### config.mk
export PLATFORM = sky130hd
export DESIGN_NAME = decode_stage
export DESIGN_NICKNAME = d
export VERILOG_FILES = /design/src/rtl/decode_stage.sv
export SDC_FILE = /design/constraint.sdc
export NUM_CORES = 1
export LEC_CHECK = 0
export BUFFER_PORTS_ARGS = -buffer_cell sky130_fd_sc_hd__buf_2
export CAP_MARGIN = 10
export CORE_MARGIN = 1
export CORE_UTILIZATION = 40
export DETAILED_ROUTE_END_ITERATION = 8
export GPL_TIMING_DRIVEN = 0
export PLACE_DENSITY = 0.6
export SLEW_MARGIN = 10
export SYNTH_ARGS = -nofsm -noshare
export SYNTH_HDL_FRONTEND = slang
export SYNTH_SLANG_ARGS = --single-unit
### constraint.sdc
create_clock -name clk -period 2.1 [get_ports clk]
set_input_delay 0.21 -clock clk [delete_from_list [all_inputs] [get_ports clk]]
set_output_delay 0.21 -clock clk [all_outputs]
set_load 0.05 [all_outputs]
### src/rtl/decode_stage.sv
// RV32I decode stage: combinational decode of the incoming word, captured into
// a main output register with a one-entry skid register behind it.
//
// Handshake: a transfer happens on a rising edge where valid && ready are both
// high. in_ready is the inverse of the skid-occupied flop, so it never depends
// combinationally on out_ready. out_valid/out_* hold steady until out_ready.
package decode_stage_pkg;

  typedef enum logic [5:0] {
    INSTR_ILLEGAL = 6'd0,
    INSTR_LUI, INSTR_AUIPC, INSTR_JAL, INSTR_JALR,
    INSTR_BEQ, INSTR_BNE, INSTR_BLT, INSTR_BGE, INSTR_BLTU, INSTR_BGEU,
    INSTR_LB, INSTR_LH, INSTR_LW, INSTR_LBU, INSTR_LHU,
    INSTR_SB, INSTR_SH, INSTR_SW,
    INSTR_ADDI, INSTR_SLTI, INSTR_SLTIU, INSTR_XORI, INSTR_ORI, INSTR_ANDI,
    INSTR_SLLI, INSTR_SRLI, INSTR_SRAI,
    INSTR_ADD, INSTR_SUB, INSTR_SLL, INSTR_SLT, INSTR_SLTU, INSTR_XOR,
    INSTR_SRL, INSTR_SRA, INSTR_OR, INSTR_AND,
    INSTR_FENCE, INSTR_ECALL, INSTR_EBREAK
  } rv32i_instr_e;

  typedef struct packed {
    logic [4:0]   rs1;
    logic [4:0]   rs2;
    logic [4:0]   rd;
    logic [31:0]  imm;
    logic         rd_write_en;
    logic         uses_rs1;
    logic         uses_rs2;
    rv32i_instr_e instr_type;
    logic         is_m;
    logic [2:0]   m_funct3;
  } bundle_t;

  localparam bundle_t BUNDLE_RST = '{
    rs1: 5'd0, rs2: 5'd0, rd: 5'd0, imm: 32'd0, rd_write_en: 1'b0,
    uses_rs1: 1'b0, uses_rs2: 1'b0, instr_type: INSTR_ILLEGAL,
    is_m: 1'b0, m_funct3: 3'd0
  };

endpackage

module decode_stage
  import decode_stage_pkg::*;
#(
  parameter int XLEN         = 32,
  parameter int EN_M         = 0,
  parameter int RD0_SUPPRESS = 1,
  parameter int CNT_W        = 16
) (
  input  logic             clk,
  input  logic             rst_n,
  input  logic             flush,
  input  logic             in_valid,
  output logic             in_ready,
  input  logic [31:0]      in_instr,
  input  logic [XLEN-1:0]  in_pc,
  output logic             out_valid,
  input  logic             out_ready,
  output logic [XLEN-1:0]  out_pc,
  output logic [4:0]       out_rs1,
  output logic [4:0]       out_rs2,
  output logic [4:0]       out_rd,
  output logic [31:0]      out_imm,
  output logic             out_rd_write_en,
  output logic             out_uses_rs1,
  output logic             out_uses_rs2,
  output rv32i_instr_e     out_instr_type,
  output logic             out_is_m,
  output logic [2:0]       out_m_funct3,
  output logic             out_illegal,
  output logic [CNT_W-1:0] cnt_accepted,
  output logic [CNT_W-1:0] cnt_illegal
);

  logic [6:0]  opcode;
  logic [2:0]  funct3;
  logic [6:0]  funct7;
  logic [31:0] imm_i, imm_sh, imm_s, imm_b, imm_u, imm_j;
  bundle_t     dec;

  bundle_t         main_q, skid_q;
  logic [XLEN-1:0] main_pc_q, skid_pc_q;
  logic            out_valid_q, skid_valid_q;
  logic            accept;

  assign opcode = in_instr[6:0];
  assign funct3 = in_instr[14:12];
  assign funct7 = in_instr[31:25];

  assign imm_i  = {{20{in_instr[31]}}, in_instr[31:20]};
  assign imm_sh = {27'd0, in_instr[24:20]};
  assign imm_s  = {{20{in_instr[31]}}, in_instr[31:25], in_instr[11:7]};
  assign imm_b  = {{19{in_instr[31]}}, in_instr[31], in_instr[7],
                   in_instr[30:25], in_instr[11:8], 1'b0};
  assign imm_u  = {in_instr[31:12], 12'd0};
  assign imm_j  = {{11{in_instr[31]}}, in_instr[31], in_instr[19:12],
                   in_instr[20], in_instr[30:21], 1'b0};

  // Decode the raw instruction word into a bundle; anything unrecognised stays illegal.
  always_comb begin
    dec     = BUNDLE_RST;
    dec.rs1 = in_instr[19:15];
    dec.rs2 = in_instr[24:20];
    dec.rd  = in_instr[11:7];
    case (opcode)
      7'b0110111: begin
        dec.instr_type  = INSTR_LUI;
        dec.imm         = imm_u;
        dec.rd_write_en = 1'b1;
      end
      7'b0010111: begin
        dec.instr_type  = INSTR_AUIPC;
        dec.imm         = imm_u;
        dec.rd_write_en = 1'b1;
      end
      7'b1101111: begin
        dec.instr_type  = INSTR_JAL;
        dec.imm         = imm_j;
        dec.rd_write_en = 1'b1;
      end
      7'b1100111: begin
        if (funct3 == 3'b000) begin
          dec.instr_type  = INSTR_JALR;
          dec.imm         = imm_i;
          dec.rd_write_en = 1'b1;
          dec.uses_rs1    = 1'b1;
        end
      end
      7'b1100011: begin
        case (funct3)
          3'b000:  dec.instr_type = INSTR_BEQ;
          3'b001:  dec.instr_type = INSTR_BNE;
          3'b100:  dec.instr_type = INSTR_BLT;
          3'b101:  dec.instr_type = INSTR_BGE;
          3'b110:  dec.instr_type = INSTR_BLTU;
          3'b111:  dec.instr_type = INSTR_BGEU;
          default: dec.instr_type = INSTR_ILLEGAL;
        endcase
        dec.imm      = imm_b;
        dec.uses_rs1 = 1'b1;
        dec.uses_rs2 = 1'b1;
      end
      7'b0000011: begin
        case (funct3)
          3'b000:  dec.instr_type = INSTR_LB;
          3'b001:  dec.instr_type = INSTR_LH;
          3'b010:  dec.instr_type = INSTR_LW;
          3'b100:  dec.instr_type = INSTR_LBU;
          3'b101:  dec.instr_type = INSTR_LHU;
          default: dec.instr_type = INSTR_ILLEGAL;
        endcase
        dec.imm         = imm_i;
        dec.rd_write_en = 1'b1;
        dec.uses_rs1    = 1'b1;
      end
      7'b0100011: begin
        case (funct3)
          3'b000:  dec.instr_type = INSTR_SB;
          3'b001:  dec.instr_type = INSTR_SH;
          3'b010:  dec.instr_type = INSTR_SW;
          default: dec.instr_type = INSTR_ILLEGAL;
        endcase
        dec.imm      = imm_s;
        dec.uses_rs1 = 1'b1;
        dec.uses_rs2 = 1'b1;
      end
      7'b0010011: begin
        dec.imm = imm_i;
        case (funct3)
          3'b000: dec.instr_type = INSTR_ADDI;
          3'b010: dec.instr_type = INSTR_SLTI;
          3'b011: dec.instr_type = INSTR_SLTIU;
          3'b100: dec.instr_type = INSTR_XORI;
          3'b110: dec.instr_type = INSTR_ORI;
          3'b111: dec.instr_type = INSTR_ANDI;
          3'b001: begin
            dec.imm = imm_sh;
            if (funct7 == 7'b0000000) dec.instr_type = INSTR_SLLI;
          end
          default: begin
            dec.imm = imm_sh;
            if (funct7 == 7'b0000000)      dec.instr_type = INSTR_SRLI;
            else if (funct7 == 7'b0100000) dec.instr_type = INSTR_SRAI;
          end
        endcase
        dec.rd_write_en = 1'b1;
        dec.uses_rs1    = 1'b1;
      end
      7'b0110011: begin
        if (funct7 == 7'b0000000) begin
          case (funct3)
            3'b000:  dec.instr_type = INSTR_ADD;
            3'b001:  dec.instr_type = INSTR_SLL;
            3'b010:  dec.instr_type = INSTR_SLT;
            3'b011:  dec.instr_type = INSTR_SLTU;
            3'b100:  dec.instr_type = INSTR_XOR;
            3'b101:  dec.instr_type = INSTR_SRL;
            3'b110:  dec.instr_type = INSTR_OR;
            default: dec.instr_type = INSTR_AND;
          endcase
        end else if (funct7 == 7'b0100000) begin
          if (funct3 == 3'b000)      dec.instr_type = INSTR_SUB;
          else if (funct3 == 3'b101) dec.instr_type = INSTR_SRA;
        end else if ((EN_M != 0) && (funct7 == 7'b0000001)) begin
          // M ops ride on the ADD slot; execute selects the unit by is_m/m_funct3.
          dec.instr_type = INSTR_ADD;
          dec.is_m       = 1'b1;
          dec.m_funct3   = funct3;
        end
        dec.rd_write_en = 1'b1;
        dec.uses_rs1    = 1'b1;
        dec.uses_rs2    = 1'b1;
      end
      7'b0001111: begin
        if (funct3 == 3'b000) dec.instr_type = INSTR_FENCE;
      end
      7'b1110011: begin
        if (in_instr == 32'h0000_0073)      dec.instr_type = INSTR_ECALL;
        else if (in_instr == 32'h0010_0073) dec.instr_type = INSTR_EBREAK;
      end
      default: dec.instr_type = INSTR_ILLEGAL;
    endcase
    // Illegal words carry only their raw register fields.
    if (dec.instr_type == INSTR_ILLEGAL) begin
      dec.imm         = 32'd0;
      dec.rd_write_en = 1'b0;
      dec.uses_rs1    = 1'b0;
      dec.uses_rs2    = 1'b0;
      dec.is_m        = 1'b0;
      dec.m_funct3    = 3'd0;
    end
    if ((RD0_SUPPRESS != 0) && (dec.rd == 5'd0)) dec.rd_write_en = 1'b0;
  end

  // Flush wins over any same-cycle input; in_ready only reflects the skid flop.
  assign in_ready = !skid_valid_q;
  assign accept   = in_valid && !skid_valid_q && !flush;

  // Main register: refill from skid first (older), else from input, when empty or draining.
  always_ff @(posedge clk or negedge rst_n) begin
    if (!rst_n) begin
      out_valid_q <= 1'b0;
      main_q      <= BUNDLE_RST;
      main_pc_q   <= '0;
    end else if (flush) begin
      out_valid_q <= 1'b0;
    end else if (!out_valid_q || out_ready) begin
      if (skid_valid_q) begin
        main_q      <= skid_q;
        main_pc_q   <= skid_pc_q;
        out_valid_q <= 1'b1;
      end else if (accept) begin
        main_q      <= dec;
        main_pc_q   <= in_pc;
        out_valid_q <= 1'b1;
      end else begin
        out_valid_q <= 1'b0;
      end
    end
  end

  // Skid register: catches an accept while main is stalled, empties when main drains.
  always_ff @(posedge clk or negedge rst_n) begin
    if (!rst_n) begin
      skid_valid_q <= 1'b0;
      skid_q       <= BUNDLE_RST;
      skid_pc_q    <= '0;
    end else if (flush) begin
      skid_valid_q <= 1'b0;
    end else if (out_valid_q && out_ready) begin
      skid_valid_q <= 1'b0;
    end else if (out_valid_q && accept) begin
      skid_q       <= dec;
      skid_pc_q    <= in_pc;
      skid_valid_q <= 1'b1;
    end
  end

  // Saturating counters of accepted and accepted-illegal words; flush does not clear them.
  always_ff @(posedge clk or negedge rst_n) begin
    if (!rst_n) begin
      cnt_accepted <= '0;
      cnt_illegal  <= '0;
    end else if (accept) begin
      if (cnt_accepted != {CNT_W{1'b1}}) cnt_accepted <= cnt_accepted + CNT_W'(1);
      if ((dec.instr_type == INSTR_ILLEGAL) && (cnt_illegal != {CNT_W{1'b1}}))
        cnt_illegal <= cnt_illegal + CNT_W'(1);
    end
  end

  assign out_valid       = out_valid_q;
  assign out_pc          = main_pc_q;
  assign out_rs1         = main_q.rs1;
  assign out_rs2         = main_q.rs2;
  assign out_rd          = main_q.rd;
  assign out_imm         = main_q.imm;
  assign out_rd_write_en = main_q.rd_write_en;
  assign out_uses_rs1    = main_q.uses_rs1;
  assign out_uses_rs2    = main_q.uses_rs2;
  assign out_instr_type  = main_q.instr_type;
  assign out_is_m        = main_q.is_m;
  assign out_m_funct3    = main_q.m_funct3;
  assign out_illegal     = (main_q.instr_type == INSTR_ILLEGAL);

endmodule

==> results of run 1 <==
-- critical path: cells and delay by family, from the launching register on --
kind / cells / cell delay, ns
AOI/OAI and AO/OA: 1 / 0.30
buffers and inverters: 2 / 0.25
muxes: 1 / 0.28
and+or+nand+nor: 5 / 0.77
DFF: 1 / 0.40
-- what timing repair did --
| item | in CTS | in global routing |
|---|---|---|
| hold endpoints to repair | 232 | 4 |
| resized for setup | 56 | 97 |
| buffers inserted | 10 | 8 |
| hold buffers | 51 | 3 |
| endpoints found under the setup margin | 195 | 178 |
| gates cloned | 1 | 1 |
| pin swaps | 7 | 13 |
-- power groups by stage --
stage / Clock (W) / Combinational, W / Sequential, W
6_report: 0.00397 / 0.00280 / 0.00488
3_5_place_dp: 0 / 0.00258 / 0.00495
5_1_grt: 0.00418 / 0.00299 / 0.00494
3_3_place_gp: 0 / 0.00254 / 0.00493
2_1_floorplan: 0 / 0.000847 / 0.00584
4_1_cts: 0.00403 / 0.00275 / 0.00487
-- cell type report --
cell class,count,area share (%)
clock inverters,9,0.451
clock buffers,33,5.03
well taps,330,3.04
flip-flops and latches,210,38.8
repair buffers,266,13.1
inverters,4,0.110
multi-input cells,792,35.7
plain buffers,77,3.70
-- through the flow --
step / setup WS (ns) / utilization (%) / power [W] / TNS (ns) / hold WS [ns]
floorplan: -0.177 / - / 0.00669 / -9.82 / -0.0856
global placement: -3.37 / 46.4 / 0.00747 / -728.40 / 0.416
detailed placement: -1.00 / 46.7 / 0.00753 / -104.77 / 0.114
CTS: -0.0177 / 52.8 / 0.0117 / -0.0587 / 0.00972
global route: -0.119 / 54.1 / 0.0121 / -0.598 / 0.00290
finish: -0.0217 / 54.1 / 0.0116 / -0.0354 / 0.00545
-- registers in the layout, summed over array words and instances, names as in the netlist --
register	cells
skid_q	56
skid_pc_q	32
out_pc	32
out_uses_rs2	1
out_imm	32
out_rd_write_en	1
cnt_illegal	16
out_uses_rs1	1
cnt_accepted	16
skid_valid_q	1
out_rs2	5
out_valid	1
out_rd	5
out_instr_type	6
out_rs1	5
-- cell families (layout without fill, tap and decap cells) --
family | after synthesis | in the layout | synth area share, %
other | 1 | 4 | 0.0368
AOI/OAI and AO/OA | 232 | 232 | 15.0
xor gates and xnor gates | 30 | 30 | 2.58
buffers and inverters | 85 | 389 | 3.98
adders and majority gates | 3 | 3 | 0.344
and+or+nand+nor | 472 | 472 | 21.5
muxes | 51 | 51 | 5.03
DFF | 210 | 210 | 51.6
-- worst paths after layout --
path / start / to / cells past startpoint
setup / recovery: cnt_illegal[3]$_DFFE_PN0P_ / cnt_illegal[1]$_DFFE_PN0P_ / 9
hold / removal: in_instr[28] / skid_q[21]$_DFFE_PN0P_ / 3
setup reg to reg: cnt_illegal[3]$_DFFE_PN0P_ / cnt_illegal[1]$_DFFE_PN0P_ / 9
hold reg to reg: skid_q[25]$_DFFE_PN0P_ / skid_q[25]$_DFFE_PN0P_ / 2
max in group asynchronous: rst_n / cnt_accepted[0]$_DFFE_PN0P_ / 3
min in group asynchronous: rst_n / out_pc[29]$_DFFE_PN0P_ / 2
-- layout by cell type (no fill, tap or decap), types with 7 or more instances in the layout --
cell type | Yosys | routed
dfrtp_1 | 210 | 197
buf_8 | 0 | 7
clkbuf_1 | 58 | 25
mux2i_1 | 49 | 49
nor2b_1 | 10 | 9
nand4_1 | 10 | 10
o31ai_2 | 18 | 28
buf_2 | 3 | 188
a31o_2 | 7 | 7
clkbuf_2 | 0 | 24
a21oi_1 | 64 | 62
nand2_1 | 292 | 286
clkbuf_16 | 0 | 25
nand2b_1 | 7 | 7
o21ai_0 | 68 | 66
buf_4 | 8 | 26
clkbuf_8 | 0 | 7
nor3_1 | 12 | 7
buf_6 | 7 | 12
dlygate4sd3_1 | 0 | 54
dfrtp_2 | 0 | 13
xnor2_1 | 24 | 24
and3_1 | 38 | 36
nor2_1 | 29 | 22
o31ai_1 | 47 | 35
nand3_1 | 30 | 25
-- metal layers --
layer	up-vias	routed length, um	track usage (%)
met5	-	0	0
met4	0	1100	8.92
met3	65	2150	5.50
met2	309	14800	38.4
met1	4438	13800	31.7
li1	4359	-	-
==> flow_metrics.env, run 1 <==
export IMPL_status="finished, violations left"
export IMPL_violations="setup timing"
export IMPL_seqPwrFrac_pct=41.9
export IMPL_grt_usage_pct=24.0
export IMPL_synth_top_cell_by_area="dfrtp_1"
export IMPL_multi_input_area_mm2=0.00486
export IMPL_setup_viol=2
export IMPL_ant_nets=0
export IMPL_critPathSlowestCell="dfrtp_2"
export IMPL_vdd_drop_max_uv=677
export IMPL_synth_main_ff_cell="dfrtp_1"
export IMPL_regArea_mm2=0.00527
export IMPL_pin_count=196
export IMPL_cts_tree="yes"
export IMPL_dieArea_mm2=0.0261
export IMPL_dp_cells=1609
export IMPL_grt_pass1_wl_mm=49.1
export IMPL_synthTopCellsByArea="dfrtp_1 52%, nand2_1 11%, mux2i_1 4.8%, o31ai_1 3.5%, o21ai_0 3.3%"
export IMPL_pwr_share_comb_pct=24.1
export IMPL_ys_types=63
export IMPL_post_route_period_util_pct=101
export IMPL_yosys_area_top_type_share_pct=51.6
export IMPL_yosysMostFrequentCell="nand2_1"
export IMPL_syn_instance_count=1084
export IMPL_cts_buffers=24
export IMPL_cp_required_ns=2.49
export IMPL_vias=9171
export IMPL_fillerInstances=2348
export IMPL_skew_ns=0.0198
export IMPL_dr_pass1_iters=5
export IMPL_ys_ff_latch=210
export IMPL_vias_per_cell=5.33
export IMPL_cp_start_kind="register"
export IMPL_worstSetupPathType="reg -> reg"
export IMPL_hold_class="in -> reg"
export IMPL_clk_insertion_delay_late_ns=0.52
export IMPL_drv_slew=0
export IMPL_p_leak_nw=6.50
export IMPL_p_sw_w=0.00402
export IMPL_max_slew_margin_pct=46.5
export IMPL_setup_ws_ns=-0.0217
export IMPL_max_stage_delay_ns=0.40
export IMPL_clock_path_buffers=3
export IMPL_pwr_share_clk_pct=34.1
export IMPL_yosys_warnings=0
export IMPL_n_antenna_cell=0
export IMPL_cts_root_buffer="clkbuf_16"
export IMPL_start_util_pct=40.6
export IMPL_wl_per_cell_um=18.5
export IMPL_grt_overflow_total=0
export IMPL_crit_path_cell_trace="and4_4 > and3_4 > and3_4 > nand2_1 > o311ai_2 > nor3_4 > buf_6 > buf_6 > mux2_4"
export IMPL_period_needed_ns=2.12
export IMPL_synthesis_area_mm2=0.0102
export IMPL_die_x_um=162
export IMPL_htree_levels=1
export IMPL_synth_area_per_cell_um2=9.40
export IMPL_async_flop_share_pct=100
export IMPL_place_gp_congestion=0.880
export IMPL_finalNonFillerCells=1721
export IMPL_grt_pass1_vias=8863
export IMPL_stdcell_area_mm2=0.0136
export IMPL_r2r_setup_slack_ns=-0.02
export IMPL_critPathArrivalTime_ns=2.51
export IMPL_core_area_mm2=0.0251
export IMPL_portBuffers=190
export IMPL_p_int_w=0.00762
export IMPL_worst_path_max_fanout=5
export IMPL_dpl_hpwl_mm=21.9
export IMPL_cap_violations=0
export IMPL_grt_max_degree=90
export IMPL_clkTransAtPathRegs_ns=0.06
export IMPL_endpoint_kind="register"
export IMPL_antenna_found_initial=0
export IMPL_tightest_slew_ns=0.803
export IMPL_die_h_um=162
export IMPL_p_sw_share_pct=34.5
export IMPL_yosysSeqAreaShare_pct=51.6
export IMPL_finalWirelength_mm=31.9
export IMPL_synth_edf_count=0
export IMPL_drtIter0Drc=695
export IMPL_synth_common_cells="292 x nand2_1, 210 x dfrtp_1, 68 x o21ai_0, 64 x a21oi_1, 58 x clkbuf_1"
export IMPL_fmax_ghz=0.471
export IMPL_rsz0062_at_grt="yes"
export IMPL_p_per_area_mw_per_mm2=857
export IMPL_cts_num_sinks=210
export IMPL_finalHoldViolCount=0
export IMPL_drive_above_1_share_pct=29.6
export IMPL_post_dp_cell_area_mm2=0.0117
export IMPL_fp_row_count=58
export IMPL_drc_errors=0
export IMPL_fin_nets=1446
export IMPL_syn2layout_area_growth_pct=33.4
No activity file was read; power rests on OpenSTA's default activity.
==> run 2: changes to the inputs <==
--- a/config.mk
+++ b/config.mk
@@ -12,6 +12,7 @@
 export DETAILED_ROUTE_END_ITERATION = 8
 export GPL_TIMING_DRIVEN = 0
 export PLACE_DENSITY = 0.6
+export REMOVE_ABC_BUFFERS = 1
 export SLEW_MARGIN = 10
 export SYNTH_ARGS = -nofsm -noshare
 export SYNTH_HDL_FRONTEND = slang
==> run 2 against run 1 <==
The run still ends with setup timing left. Non-clock buffer count decreased by 50. Worst setup slack improved by 0.0044 ns. Register-to-register slack improved by 0.12 ns. Worst hold slack improved by 0.014 ns. Via count decreased by 3.3%. Critical path type is now in -> reg. Combinational power about the same. Final area increased by 2.3%. Die area unchanged. First-iteration DRC count decreased by 18%. Count of clock-buffer cells in the layout decreased by 3. Highest routed layer unchanged. Power increased by 1.3%.
==> flow_metrics.env, run 2 (same netlist as run 1, synthesis figures left out) <==
export IMPL_cap_violations=0
export IMPL_worstHoldStart="in_instr[25]"
export IMPL_worst_path_max_fanout=16
export IMPL_post_route_period_util_pct=101
export IMPL_place_gp_congestion=0.839
export IMPL_drv_slew=0
export IMPL_drtIter0Drc=568
export IMPL_clk_insertion_delay_late_ns=0.53
export IMPL_clkTransAtPathRegs_ns=0.06
export IMPL_cts_root_buffer="clkbuf_16"
export IMPL_fin_nets=1400
export IMPL_regArea_mm2=0.00526
export IMPL_tightest_slew_ns=0.956
export IMPL_fp_row_count=58
export IMPL_grt_pass1_vias=8559
export IMPL_grt_max_degree=86
export IMPL_drc_errors=0
export IMPL_max_slew_margin_pct=36.3
export IMPL_rr_startpoint="cnt_illegal[2]$_DFFE_PN0P_"
export IMPL_post_dp_cell_area_mm2=0.0115
export IMPL_period_needed_ns=2.12
export IMPL_cp_required_ns=2.49
export IMPL_antenna_found_initial=0
export IMPL_status="finished, violations left"
export IMPL_pin_count=196
export IMPL_stdcell_area_mm2=0.0139
export IMPL_cts_buffers=25
export IMPL_skew_ns=0.0153
export IMPL_vdd_drop_max_uv=766
export IMPL_dieArea_mm2=0.0261
export IMPL_grt_overflow_total=0
export IMPL_rr_endpoint="cnt_illegal[1]$_DFFE_PN0P_"
export IMPL_finalWirelength_mm=30.7
export IMPL_cts_num_sinks=210
export IMPL_p_per_area_mw_per_mm2=848
export IMPL_cp_startpoint="in_instr[5]"
export IMPL_fmax_ghz=0.472
export IMPL_n_antenna_cell=0
export IMPL_critPathArrivalTime_ns=2.50
export IMPL_wl_per_cell_um=18.3
export IMPL_layout_common_cells="288 x nand2_1, 209 x dfrtp_1, 174 x buf_2"
export IMPL_r2r_cells=8
export IMPL_r2r_setup_slack_ns=0.10
export IMPL_start_util_pct=40.6
export IMPL_vias_per_cell=5.29
export IMPL_largest_reg_flops=56
export IMPL_clock_path_buffers=3
export IMPL_die_h_um=162
export IMPL_top_register="skid_q"
export IMPL_syn2layout_area_growth_pct=36.5
export IMPL_die_x_um=162
export IMPL_hold_class="in -> reg"
export IMPL_dr_pass1_iters=5
export IMPL_grt_pass1_wl_mm=47.3
export IMPL_endpoint="skid_q[29]$_DFFE_PN0P_"
export IMPL_vias=8871
export IMPL_portBuffers=191
export IMPL_multi_input_area_mm2=0.00516
export IMPL_rsz0062_at_grt="yes"
export IMPL_core_area_mm2=0.0251
export IMPL_worstSetupPathType="in -> reg"
export IMPL_setup_viol=21
export IMPL_cts_tree="yes"
export IMPL_violations="setup timing"
export IMPL_post_route_util_pct=55.4
export IMPL_ant_nets=0
export IMPL_endpoint_kind="register"
export IMPL_finalHoldViolCount=0
export IMPL_htree_levels=1
export IMPL_drive_above_1_share_pct=29.2
export IMPL_fillerInstances=2277
export IMPL_grt_usage_pct=22.8
export IMPL_p_leak_nw=6.58
export IMPL_final_common_cell="nand2_1"
export IMPL_cp_start_kind="primary input"
export IMPL_dpl_hpwl_mm=17.5
export IMPL_setup_ws_ns=-0.0174
==> run 2: area by class of cell <==
class,count,share of cell area [%]
well taps,330,2.97
inverters,4,0.108
flip-flops and latches,210,37.8
clock buffers,30,4.78
multi-input cells,795,37.1
repair buffers,293,16.5
clock inverters,15,0.783
==> run 2: through the flow <==
stage / power, W / std cells / hold WS [ns] / TNS (ns) / setup WS (ns)
detailed placement: 0.00741 / 1539 / 0.200 / -121.16 / -1.53
CTS: 0.0118 / 1664 / 0.00663 / 0 / 0.00157
global placement: 0.00732 / 1527 / 0.417 / -1730.27 / -8.17
global route: 0.0123 / 1677 / 0.0256 / -2.56 / -0.0842
floorplan: 0.00658 / 1006 / -0.0856 / -526.06 / -3.38
finish: 0.0118 / 1677 / 0.0198 / -0.178 / -0.0174
==> run 2: timing repair <==
action / CTS / global route
cloned: 3 / 6
hold buffers: 56 / 1
pin swaps: 12 / 13
setup endpoints to repair: 181 / 92
setup buffers: 21 / 6
hold endpoints to repair: 139 / 1
gates resized for setup: 49 / 90
==> run 2: worst min-delay path by stage <==
| stage | endpoint | slack [ns] | cells past startpoint |
|---|---|---|---|
| after floorplan | cnt_accepted[0]$_DFFE_PN0P_ | -0.09 | 0 |
| after global placement | skid_valid_q$_DFFE_PN0P_ | 0.42 | 2 |
| after detailed placement | out_pc[10]$_DFFE_PN0P_ | 0.20 | 1 |
| after CTS | out_imm[5]$_DFFE_PN0P_ | 0.007 | 2 |
| after global routing | out_imm[8]$_DFFE_PN0P_ | 0.03 | 2 |
| final | out_imm[5]$_DFFE_PN0P_ | 0.02 | 2 |
==> run 2: power breakdown <==
group	total, W	switching, W	internal, W
Sequential	0.00484	0.000301	0.00454
Combinational	0.00282	0.00198	0.000841
Clock	0.00413	0.00175	0.00238
Total	0.0118	0.00403	0.00776
==> run 2: per-layer routing <==
layer  routed length (um)  vias up  part of all wire, %  track usage (%)
li1                     -     4290                    -                -
met4                  864        0                  2.8             6.99
met1                13500     4276                   44             30.6
met3                 1860       50                  6.0             4.67
met2                14500      255                   47             37.0
met5                    0        -                    0                0
==> run 2: worst max-delay path, cell delays in order <==
cell       delay (ns)
buf_12           0.12
and4bb_2         0.26
nand4_1          0.21
nor3_2           0.07
nor3_2           0.25
or4b_4           0.54
nor3_4           0.34
buf_12           0.22
clkbuf_16        0.19
o31ai_1          0.08
==> run 3: changes to the inputs <==
--- a/config.mk
+++ b/config.mk
@@ -13,6 +13,7 @@
 export GPL_TIMING_DRIVEN = 0
 export PLACE_DENSITY = 0.6
 export REMOVE_ABC_BUFFERS = 1
+export SKIP_LAST_GASP = 1
 export SLEW_MARGIN = 10
 export SYNTH_ARGS = -nofsm -noshare
 export SYNTH_HDL_FRONTEND = slang
==> run 3 against run 2 <==
The flow still finishes with violations (setup timing). Core utilization up 1.0 points. Routed wire length increased by 1.7%. Sequential cell count unchanged. First-iteration DRC count rose by 10%. Combinational power barely moved. Fmax is 1.1% lower. Die area unchanged.
==> flow_metrics.env, run 3 (same netlist as run 1, synthesis figures left out) <==
export IMPL_cts_tree="yes"
export IMPL_drtIter0Drc=625
export IMPL_crit_path_cell_trace="buf_8 > and3b_2 > nand4_1 > nor3_2 > nor3_2 > or4b_4 > nor3_4 > clkbuf_16 > clkbuf_16 > o31ai_1"
export IMPL_rsz0062_at_grt="yes"
export IMPL_max_slew_margin_pct=39.7
export IMPL_violations="setup timing"
export IMPL_drive_above_1_share_pct=29.3
export IMPL_critPathSlowestCell="or4b_4"
export IMPL_r2r_setup_slack_ns=0.04
export IMPL_critPathArrivalTime_ns=2.52
export IMPL_pin_count=196
export IMPL_status="finished, violations left"
export IMPL_rr_startpoint="cnt_illegal[5]$_DFFE_PN0P_"
export IMPL_power_total_w=0.0118
export IMPL_cp_startpoint="in_instr[0]"
export IMPL_skew_ns=0.00815
export IMPL_grt_overflow_total=0
export IMPL_worstHoldStart="in_instr[30]"
export IMPL_p_per_area_mw_per_mm2=834
export IMPL_grt_pass1_wl_mm=47.3
export IMPL_layout_common_cells="289 x nand2_1, 209 x dfrtp_1, 172 x buf_2"
export IMPL_worstSetupPathType="in -> reg"
export IMPL_vias_per_cell=5.33
export IMPL_ant_nets=0
export IMPL_cap_violations=0
export IMPL_finalWirelength_mm=31.3
export IMPL_stdcell_area_mm2=0.0142
export IMPL_dr_pass1_iters=7
export IMPL_final_common_cell="nand2_1"
export IMPL_die_h_um=162
export IMPL_cp_start_kind="primary input"
export IMPL_dpl_hpwl_mm=17.5
export IMPL_clk_insertion_delay_late_ns=0.52
export IMPL_cp_num_buf_inv=3
export IMPL_fillerInstances=2234
export IMPL_finalHoldViolCount=0
export IMPL_fmax_ghz=0.467
export IMPL_grt_pass1_vias=8549
export IMPL_post_dp_cell_area_mm2=0.0115
export IMPL_cp_required_ns=2.48
export IMPL_htree_levels=1
export IMPL_clock_path_buffers=3
export IMPL_drv_slew=0
export IMPL_cts_num_sinks=210
export IMPL_vdd_drop_max_uv=766
export IMPL_antenna_found_initial=0
export IMPL_worst_path_max_fanout=6
export IMPL_post_route_period_util_pct=102
export IMPL_grt_usage_pct=22.8
export IMPL_clkTransAtPathRegs_ns=0.06
export IMPL_period_needed_ns=2.14
export IMPL_syn2layout_area_growth_pct=39.1
export IMPL_largest_reg_flops=56
export IMPL_place_gp_congestion=0.839
export IMPL_cts_root_buffer="clkbuf_16"
export IMPL_r2r_cells=8
export IMPL_fp_row_count=58
export IMPL_vias=9006
export IMPL_setup_viol=31
export IMPL_setup_ws_ns=-0.0417
export IMPL_wl_per_cell_um=18.5
export IMPL_max_stage_delay_ns=0.53
export IMPL_grt_max_degree=86
export IMPL_drc_errors=0
export IMPL_top_register="skid_q"
export IMPL_cpLargestDelayFamily="simple AND/OR/NAND/NOR gates"
export IMPL_hold_class="in -> reg"
export IMPL_endpoint_kind="register"
export IMPL_die_x_um=162
export IMPL_start_util_pct=40.6
export IMPL_fin_nets=1413
export IMPL_min_path_cells=3
export IMPL_portBuffers=191
export IMPL_cp_depth=10
export IMPL_cts_buffers=25
export IMPL_n_antenna_cell=0
export IMPL_core_area_mm2=0.0251
export IMPL_p_leak_nw=6.68
export IMPL_tightest_slew_ns=0.904
export IMPL_dieArea_mm2=0.0261
run 3: worst paths after layout:
check,end
min reg2reg,skid_q[4]$_DFFE_PN0P_
max,out_imm[24]$_DFFE_PN0P_
min,skid_q[23]$_DFFE_PN0P_
min in group asynchronous,skid_pc_q[10]$_DFFE_PN0P_
max reg2reg,cnt_illegal[1]$_DFFE_PN0P_
max in group asynchronous,skid_valid_q$_DFFE_PN0P_
run 3: repair_timing:
action	4_1_cts	5_1_grt
setup buffers	21	14
hold endpoints to repair	138	5
hold buffers	56	5
endpoints found under the setup margin	181	92
pin swaps	12	42
gates resized for setup	41	127
cloned	3	7
run 3: per-layer routing:
metal / vias up / wire length (um) / GRT usage, %
met5: - / 0 / 0
met2: 310 / 14800 / 37.2
li1: 4315 / - / -
met1: 4329 / 13600 / 30.6
met3: 52 / 2010 / 4.57
met4: 0 / 850 / 6.65
run 3: area by class of cell:
type / instances / area (um^2) / share of cell area (%)
Clock buffer: 30 / 664 / 4.69
Inverter: 4 / 15.0 / 0.106
Clock inverter: 15 / 109 / 0.768
Sequential cell: 210 / 5260 / 37.1
Multi-Input combinational cell: 795 / 5250 / 37.1
Tap cell: 330 / 413 / 2.91
Timing Repair Buffer: 306 / 2460 / 17.3
run 3: power breakdown:
| part | switching [W] | leakage (nW) | internal, W |
|---|---|---|---|
| clock network | 0.00175 | 0.388 | 0.00238 |
| registers | 0.000297 | 2.78 | 0.00454 |
| logic | 0.00200 | 3.51 | 0.000858 |
run 3: worst min-delay path, cell delays in order:
cell and delay [ns]:
buf_6 0.14, nand2_1 0.08, o31ai_2 0.05
run 3: stage by stage:
stage               utilization [%]  TNS [ns]  setup WS, ns  hold slack [ns]  instances
finish                         56.4    -0.518       -0.0417          0.00803       1690
global route                   56.4     -3.11        -0.112          0.00627       1690
CTS                            52.6   -0.0398       -0.0332          0.00663       1664
detailed placement             45.7   -121.16         -1.53            0.200       1539
global placement               44.5  -1730.27         -8.17            0.417       1527
floorplan                         -   -526.06         -3.38          -0.0856       1006
